## config.mk

```make
export PLATFORM = sky130hd
export DESIGN_NAME = regfile_param_bank_flat
export DESIGN_NICKNAME = d
export VERILOG_FILES = /design/src/rtl/regfile_pkg.sv /design/src/rtl/regfile_param_bank_if.sv /design/src/rtl/regfile_reg_cell.sv /design/src/rtl/regfile_param_bank.sv /design/src/flat_wrapper.sv
export SDC_FILE = /design/constraint.sdc
export NUM_CORES = 1
export LEC_CHECK = 0
export CORE_AREA = 10 10 214 216
export CTS_CLUSTER_DIAMETER = 120
export DETAILED_ROUTE_END_ITERATION = 8
export DIE_AREA = 0 0 224 226
export DONT_BUFFER_PORTS = 1
export SYNTH_ARGS = -nofsm -noshare
export SYNTH_HDL_FRONTEND = slang
export SYNTH_SLANG_ARGS = --single-unit
```

## constraint.sdc

```tcl
create_clock -name clk -period 3.6 [get_ports clk]
set_clock_uncertainty 0.15 [all_clocks]
set_input_delay 0.72 -clock clk [delete_from_list [all_inputs] [get_ports clk]]
set_output_delay 0.72 -clock clk [all_outputs]
set_load 0.02 [all_outputs]
```

## src/rtl/regfile_pkg.sv

```systemverilog
// Shared types and helpers for the parametrised register bank.
// Access-type codes are packed two bits per register in the bank's ACC_TYPE parameter.
package regfile_pkg;

  typedef enum logic [1:0] {
    ACC_RW  = 2'b00,
    ACC_RO  = 2'b01,
    ACC_W1C = 2'b10,
    ACC_WOC = 2'b11
  } acc_type_e;

  localparam int MAX_REGS = 64;

  // Unsigned offset of a host address from the bank base. An address below
  // the base wraps to a huge value, so callers must also check addr >= base.
  function automatic logic [31:0] reg_idx(input logic [31:0] addr, input logic [31:0] base);
    return addr - base;
  endfunction

endpackage

```

## src/rtl/regfile_param_bank_if.sv

```systemverilog
// Host-side register access bus: one-cycle read/write strobes, registered read return.
interface regfile_param_bank_if #(
  parameter int DATA_W = 16,
  parameter int ADDR_W = 14
) ();

  logic              wr_en;
  logic              rd_en;
  logic [ADDR_W-1:0] addr;
  logic [DATA_W-1:0] write_data;
  logic [DATA_W-1:0] read_data;
  logic              rd_valid;
  logic              addr_err;

  modport master (
    output wr_en, rd_en, addr, write_data,
    input  read_data, rd_valid, addr_err
  );

  modport slave (
    input  wr_en, rd_en, addr, write_data,
    output read_data, rd_valid, addr_err
  );

endinterface

```

## src/rtl/regfile_reg_cell.sv

```systemverilog
// Storage and update rule for one register of the bank, selected by its access type.
// Also drives this register's command strobe slice and its read-mux contribution.
module regfile_reg_cell
  import regfile_pkg::*;
#(
  parameter int                DATA_W    = 16,
  parameter acc_type_e         ACC       = ACC_RW,
  parameter logic [DATA_W-1:0] RESET_VAL = '0
) (
  input  logic              clk,
  input  logic              rst_n,
  input  logic              wr_hit,
  input  logic [DATA_W-1:0] write_data,
  input  logic [DATA_W-1:0] hw_status,
  input  logic [DATA_W-1:0] hw_set,
  output logic [DATA_W-1:0] q,
  output logic [DATA_W-1:0] rd_value,
  output logic [DATA_W-1:0] cmd_pulse
);

  logic [DATA_W-1:0] store_q, store_d;
  logic [DATA_W-1:0] pulse_q, pulse_d;

  // NOTE: every output of a combinational block gets a default first; a path
  // that leaves a variable unassigned would infer a latch.
  always_comb begin
    store_d = store_q;
    pulse_d = '0;
    case (ACC)
      ACC_RW:  if (wr_hit) store_d = write_data;
      // Set is OR-ed in last so it wins over a same-cycle clear.
      ACC_W1C: store_d = (store_q & ~(wr_hit ? write_data : '0)) | hw_set;
      ACC_WOC: if (wr_hit) pulse_d = write_data;
      default: ;
    endcase
  end

  // NOTE: sequential state uses non-blocking assignments so every flop
  // samples the pre-edge values, independent of statement order.
  always_ff @(posedge clk or negedge rst_n) begin
    if (!rst_n) begin
      store_q <= RESET_VAL;
      pulse_q <= '0;
    end else begin
      store_q <= store_d;
      pulse_q <= pulse_d;
    end
  end

  always_comb begin
    q        = '0;
    rd_value = '0;
    case (ACC)
      ACC_RW, ACC_W1C: begin
        q        = store_q;
        rd_value = store_q;
      end
      ACC_RO:  rd_value = hw_status;
      default: ;
    endcase
  end

  assign cmd_pulse = pulse_q;

endmodule

```

## src/rtl/regfile_param_bank.sv

```systemverilog
// Parametrised control/status register bank: address decode, registered read,
// out-of-range error pulse and W1C event interrupt; per-register state lives in regfile_reg_cell.
module regfile_param_bank
  import regfile_pkg::*;
#(
  parameter int                         NUM_REGS  = 8,
  parameter int                         DATA_W    = 16,
  parameter int                         ADDR_W    = 14,
  parameter logic [ADDR_W-1:0]          BASE_ADDR = ADDR_W'(1),
  parameter logic [2*NUM_REGS-1:0]      ACC_TYPE  = '0,
  parameter logic [NUM_REGS*DATA_W-1:0] RESET_VAL = '0
) (
  input  logic                         clk,
  input  logic                         rst_n,
  regfile_param_bank_if.slave          bus,
  output logic [NUM_REGS*DATA_W-1:0]   reg_q,
  input  logic [NUM_REGS*DATA_W-1:0]   hw_status,
  input  logic [NUM_REGS*DATA_W-1:0]   hw_set,
  output logic [NUM_REGS*DATA_W-1:0]   cmd_pulse,
  output logic                         irq
);

  logic [31:0]                idx;
  logic                       hit;
  logic [NUM_REGS-1:0]        wr_hit;
  logic [NUM_REGS*DATA_W-1:0] rd_vals;
  logic [DATA_W-1:0]          rd_mux;
  logic                       w1c_any;

  logic [DATA_W-1:0]          read_data_q;
  logic                       rd_valid_q;
  logic                       addr_err_q;
  logic                       irq_q;

  // Both bounds are needed: an address below the base wraps idx to a large value.
  assign idx = reg_idx(32'(bus.addr), 32'(BASE_ADDR));
  assign hit = (bus.addr >= BASE_ADDR) && (idx < 32'(NUM_REGS));

  for (genvar g = 0; g < NUM_REGS; g++) begin : g_reg
    assign wr_hit[g] = bus.wr_en && hit && (idx == 32'(g));

    regfile_reg_cell #(
      .DATA_W    (DATA_W),
      .ACC       (acc_type_e'(ACC_TYPE[2*g +: 2])),
      .RESET_VAL (RESET_VAL[DATA_W*g +: DATA_W])
    ) u_cell (
      .clk        (clk),
      .rst_n      (rst_n),
      .wr_hit     (wr_hit[g]),
      .write_data (bus.write_data),
      .hw_status  (hw_status[DATA_W*g +: DATA_W]),
      .hw_set     (hw_set[DATA_W*g +: DATA_W]),
      .q          (reg_q[DATA_W*g +: DATA_W]),
      .rd_value   (rd_vals[DATA_W*g +: DATA_W]),
      .cmd_pulse  (cmd_pulse[DATA_W*g +: DATA_W])
    );
  end

  // Mux reads the cells' current outputs, so a same-cycle write is not yet visible.
  always_comb begin
    rd_mux = '0;
    for (int i = 0; i < NUM_REGS; i++) begin
      if (idx == 32'(i)) rd_mux = rd_vals[DATA_W*i +: DATA_W];
    end
  end

  always_comb begin
    w1c_any = 1'b0;
    for (int i = 0; i < NUM_REGS; i++) begin
      if (acc_type_e'(ACC_TYPE[2*i +: 2]) == ACC_W1C)
        w1c_any = w1c_any | (|reg_q[DATA_W*i +: DATA_W]);
    end
  end

  always_ff @(posedge clk or negedge rst_n) begin
    if (!rst_n) begin
      read_data_q <= '0;
      rd_valid_q  <= 1'b0;
      addr_err_q  <= 1'b0;
      irq_q       <= 1'b0;
    end else begin
      read_data_q <= (bus.rd_en && hit) ? rd_mux : '0;
      rd_valid_q  <= bus.rd_en;
      addr_err_q  <= (bus.wr_en || bus.rd_en) && !hit;
      irq_q       <= w1c_any;
    end
  end

  assign bus.read_data = read_data_q;
  assign bus.rd_valid  = rd_valid_q;
  assign bus.addr_err  = addr_err_q;
  assign irq           = irq_q;

endmodule
```

## src/flat_wrapper.sv

```systemverilog
// flat-port wrapper written by rule: the top's interface ports become plain ports
module regfile_param_bank_flat import regfile_pkg::*;
#(
  parameter int                         NUM_REGS  = 8,
  parameter int                         DATA_W    = 16,
  parameter int                         ADDR_W    = 14,
  parameter logic [ADDR_W-1:0]          BASE_ADDR = ADDR_W'(1),
  parameter logic [2*NUM_REGS-1:0]      ACC_TYPE  = '0,
  parameter logic [NUM_REGS*DATA_W-1:0] RESET_VAL = '0
)
  (clk, rst_n, reg_q, hw_status, hw_set, cmd_pulse, irq, bus_wr_en, bus_rd_en, bus_addr, bus_write_data, bus_read_data, bus_rd_valid, bus_addr_err);
  regfile_param_bank_if #(.DATA_W(DATA_W), .ADDR_W(ADDR_W)) bus_i ();
  input  logic clk;
  input  logic rst_n;
  output logic [NUM_REGS*DATA_W-1:0] reg_q;
  input  logic [NUM_REGS*DATA_W-1:0] hw_status;
  input  logic [NUM_REGS*DATA_W-1:0] hw_set;
  output logic [NUM_REGS*DATA_W-1:0] cmd_pulse;
  output logic irq;
  input wire logic [$bits(bus_i.wr_en)-1:0] bus_wr_en;
  input wire logic [$bits(bus_i.rd_en)-1:0] bus_rd_en;
  input wire logic [$bits(bus_i.addr)-1:0] bus_addr;
  input wire logic [$bits(bus_i.write_data)-1:0] bus_write_data;
  output wire logic [$bits(bus_i.read_data)-1:0] bus_read_data;
  output wire logic [$bits(bus_i.rd_valid)-1:0] bus_rd_valid;
  output wire logic [$bits(bus_i.addr_err)-1:0] bus_addr_err;
  assign bus_i.wr_en = bus_wr_en;
  assign bus_i.rd_en = bus_rd_en;
  assign bus_i.addr = bus_addr;
  assign bus_i.write_data = bus_write_data;
  assign bus_read_data = bus_i.read_data;
  assign bus_rd_valid = bus_i.rd_valid;
  assign bus_addr_err = bus_i.addr_err;
  regfile_param_bank #(.NUM_REGS(NUM_REGS), .DATA_W(DATA_W), .ADDR_W(ADDR_W), .BASE_ADDR(BASE_ADDR), .ACC_TYPE(ACC_TYPE), .RESET_VAL(RESET_VAL)) u_core (.clk(clk), .rst_n(rst_n), .bus(bus_i), .reg_q(reg_q), .hw_status(hw_status), .hw_set(hw_set), .cmd_pulse(cmd_pulse), .irq(irq));
endmodule
```

==> metrics <==
worst hold slack=-0.1784 ns; Comb pwr share=5.9%; Critical-path top delay cell=or4_4; flops & latches, synth=146; crit start category=input pin; status=finished, violations left; Pint=2.633 mW; Chip Width=224 µm; static leakage power=4.082 nW; Routed WL per cell=25.52 µm; GRT Util Overall=11.86%; Resized Gates After CTS=0; Worst-Margin Slew=0.7696 ns; CP cell instances=or4_4, or4b_4, or4_4, mux2_1; Worst VDD drop=288.3 µV; DR vias/cell=4.158; insertion delay to the later sink of the worst-skew pair=0.43 ns; Post-Route Utilization=20.78%; CTS tree=built; Synth area leader=dfrtp_1; port bufs=0; initial detailed-routing violation count=364; Clock Power Share=50.0%; Most used DFF post-synth=dfrtp_1; dpl cell area=8010 µm²; number of distinct library cells after synthesis=49; top cells by area, synth=dfrtp_1 (47%), mux2_2 (15%), buf_4 (13%), mux2_4 (3.9%), o21ai_0 (2.1%); Critical Path RT=3.75 ns; final period utilization=81.97%; failing checks=negative hold slack; Syn Inst Count=659; TritonCTS buffer count=17; type of element capturing the critical path=register; Slew HR=48.46%; power density cells=432.6 nW/µm²; Max-cap violations=0; core footprint=41570 µm²; minimum clock period=2.951 ns; unrepaired setup endpoints after global routing=false; vias in the first global route=5334; Fin. Hold Viols=146; synthesized area=7739 µm²; Starting Density=18.62%; initial antenna violation count=3; CTS root buf=clkbuf_16; top cell type's share of synthesized area=47.21%; Critical Path AT=3.10 ns; n_diodes=0; postcts setup bufs=0; Yosys warning total=0; first drt pass iteration count=5; Largest delay share family, worst path=simple AND/OR/NAND/NOR gates; H-tree depth reported by CTS=4; # rows=75; final setup violation count=0; Clock transition at path regs=0.08 ns; Worst path max stage delay=0.78 ns; area delta synth->final=11.64%; die height=226 µm; global-route wire length before repair=42.74 mm; Worst Hold Class=input pin to asynchronous set/reset pin; Critical Path Most Common Cell=or4_4; final wirelength=31.08 mm; ANT nets after route=0; crit path kind=input pin to register; syn_area_per_cell=11.74 µm²; sequential area share after synthesis=47.21%; Sw Ratio=29.55%; Die ar.=50620 µm²; setup TNS=0 ns; largest net degree at the start of global routing=147; Final Slew Violations=0; via count=5064; Layout Nets=956; Reg power frac=44.1%; clock buffer depth=2; layout cells sized above 1=28.87%; async set-reset flop share out of synthesis=100.0%; EDFF count, synth=0; CP max FO=16; Buf/Inv on CP=0; design area=8640 µm²; Psw=1.104 mW; hpwl dp=23.88 mm; GR Overflow Total=0; Sink Count=146; Max Freq=0.3389 GHz; GPL Wtd Cong=0.7853; filler instances=4471; DRC=0; Ports=565
==> cells by family (layout without fill, tap and decap cells) <==
family / after synthesis / count (layout) / synth area share, %
buf+inv: 172 / 64 / 15.25
flops: 146 / 146 / 47.21
mux: 145 / 145 / 21.86
xor+xnor: 1 / 1 / 0.1132
compound gates: 121 / 121 / 9.895
simple gates: 73 / 73 / 5.626
other cells: 1 / 129 / 0.04846
==> synthesized netlist by cell type, drive strengths merged (2+ instances only) <==
library cell / number
a211oi: 3
a21o: 3
a21oi: 25
a221oi: 2
a22oi: 12
a31oi: 13
a32o: 2
and2: 2
and3: 2
buf: 138
clkbuf: 29
dfrtp: 146
inv: 5
mux2: 132
mux2i: 13
nand2: 10
nand2b: 3
nand3: 6
nor2: 12
nor2b: 19
nor3: 5
nor4: 3
o2111ai: 8
o21ai: 32
o22ai: 11
o31ai: 2
or2: 2
or4: 5
or4b: 2
==> power by group through the flow <==
| stage | logic, mW | clock network [mW] | registers [mW] |
|---|---|---|---|
| global placement | 0.209 | 0 | 1.68 |
| detailed placement | 0.209 | 0 | 1.68 |
| finish | 0.220 | 1.87 | 1.65 |
| floorplan | 0.292 | 0 | 1.68 |
| CTS | 0.210 | 1.92 | 1.65 |
| global route | 0.237 | 1.98 | 1.65 |
==> layout make-up <==
cell class	count	area [µm²]	area share, %
Clock buffer	17	425.4	4.924
Clock inverter	15	203.9	2.361
Timing Repair Buffer	27	240.2	2.781
Multi-Input combinational cell	469	3423	39.62
Sequential cell	146	3654	42.29
Inverter	5	18.77	0.2172
Tap cell	539	674.4	7.806
==> layout by cell type (no fill, tap or decap), types with 3 or more instances in the layout <==
| cell type | instances |
|---|---|
| a211oi_1 | 3 |
| a21o_1 | 3 |
| a21oi_1 | 25 |
| a22oi_1 | 12 |
| a31oi_1 | 13 |
| buf_12 | 3 |
| buf_4 | 24 |
| clkbuf_16 | 17 |
| clkinv_8 | 7 |
| conb_1 | 129 |
| dfrtp_1 | 146 |
| inv_1 | 5 |
| inv_6 | 3 |
| mux2_1 | 12 |
| mux2_2 | 100 |
| mux2_4 | 20 |
| mux2i_1 | 13 |
| nand2_1 | 10 |
| nand2b_1 | 3 |
| nand3_1 | 6 |
| nor2_1 | 9 |
| nor2_2 | 3 |
| nor2b_1 | 17 |
| nor3_4 | 3 |
| o2111ai_1 | 8 |
| o21ai_0 | 32 |
| o22ai_1 | 11 |
| or4_4 | 3 |
==> registers in the layout, indices dropped and copies added, names as in the netlist <==
name / count
u_core.bus.addr_err: 1
u_core.g.u_cell.q: 128
u_core.bus.read_data: 16
u_core.bus.rd_valid: 1
==> path summary, 6_finish.rpt <==
check,from,to,slack [ns],cells past startpoint
min,rst_n,u_core.g_reg[2].u_cell.q[8]$_DFFE_PN0P_,-0.18,0
min in group clk,bus_rd_en,u_core.bus.rd_valid$_DFF_PN0_,0.17,0
max in group asynchronous,rst_n,u_core.bus.addr_err$_DFF_PN0_,3.24,0
max,bus_addr[10],u_core.g_reg[5].u_cell.q[5]$_DFFE_PN0P_,0.65,4
min reg2reg,u_core.g_reg[5].u_cell.q[1]$_DFFE_PN0P_,u_core.g_reg[5].u_cell.q[1]$_DFFE_PN0P_,0.53,1
max reg2reg,u_core.g_reg[3].u_cell.q[14]$_DFFE_PN0P_,u_core.bus.read_data[14]$_DFF_PN0_,1.85,5
==> layer usage <==
metal,global-route usage (%),wire length [µm],vias up
li1,-,-,2120
met4,2.260,238,6
met3,10.71,6230,26
met1,11.90,10780,2584
met5,0,37,-
met2,18.13,13790,328
==> per-stage QoR <==
stage	hold WS, ns	power (mW)	setup WS, ns	std cells
final	-0.1784	3.737	0.6491	1218
after global routing	-0.2013	3.866	0.6246	1218
after CTS	-0.1962	3.773	0.6586	1218
after detailed placement	0.2815	1.889	0.2049	1186
after global placement	0.2815	1.889	0.2292	1186
after floorplan	0.2744	1.970	0.3319	787
(Power assumes the default switching activity.)
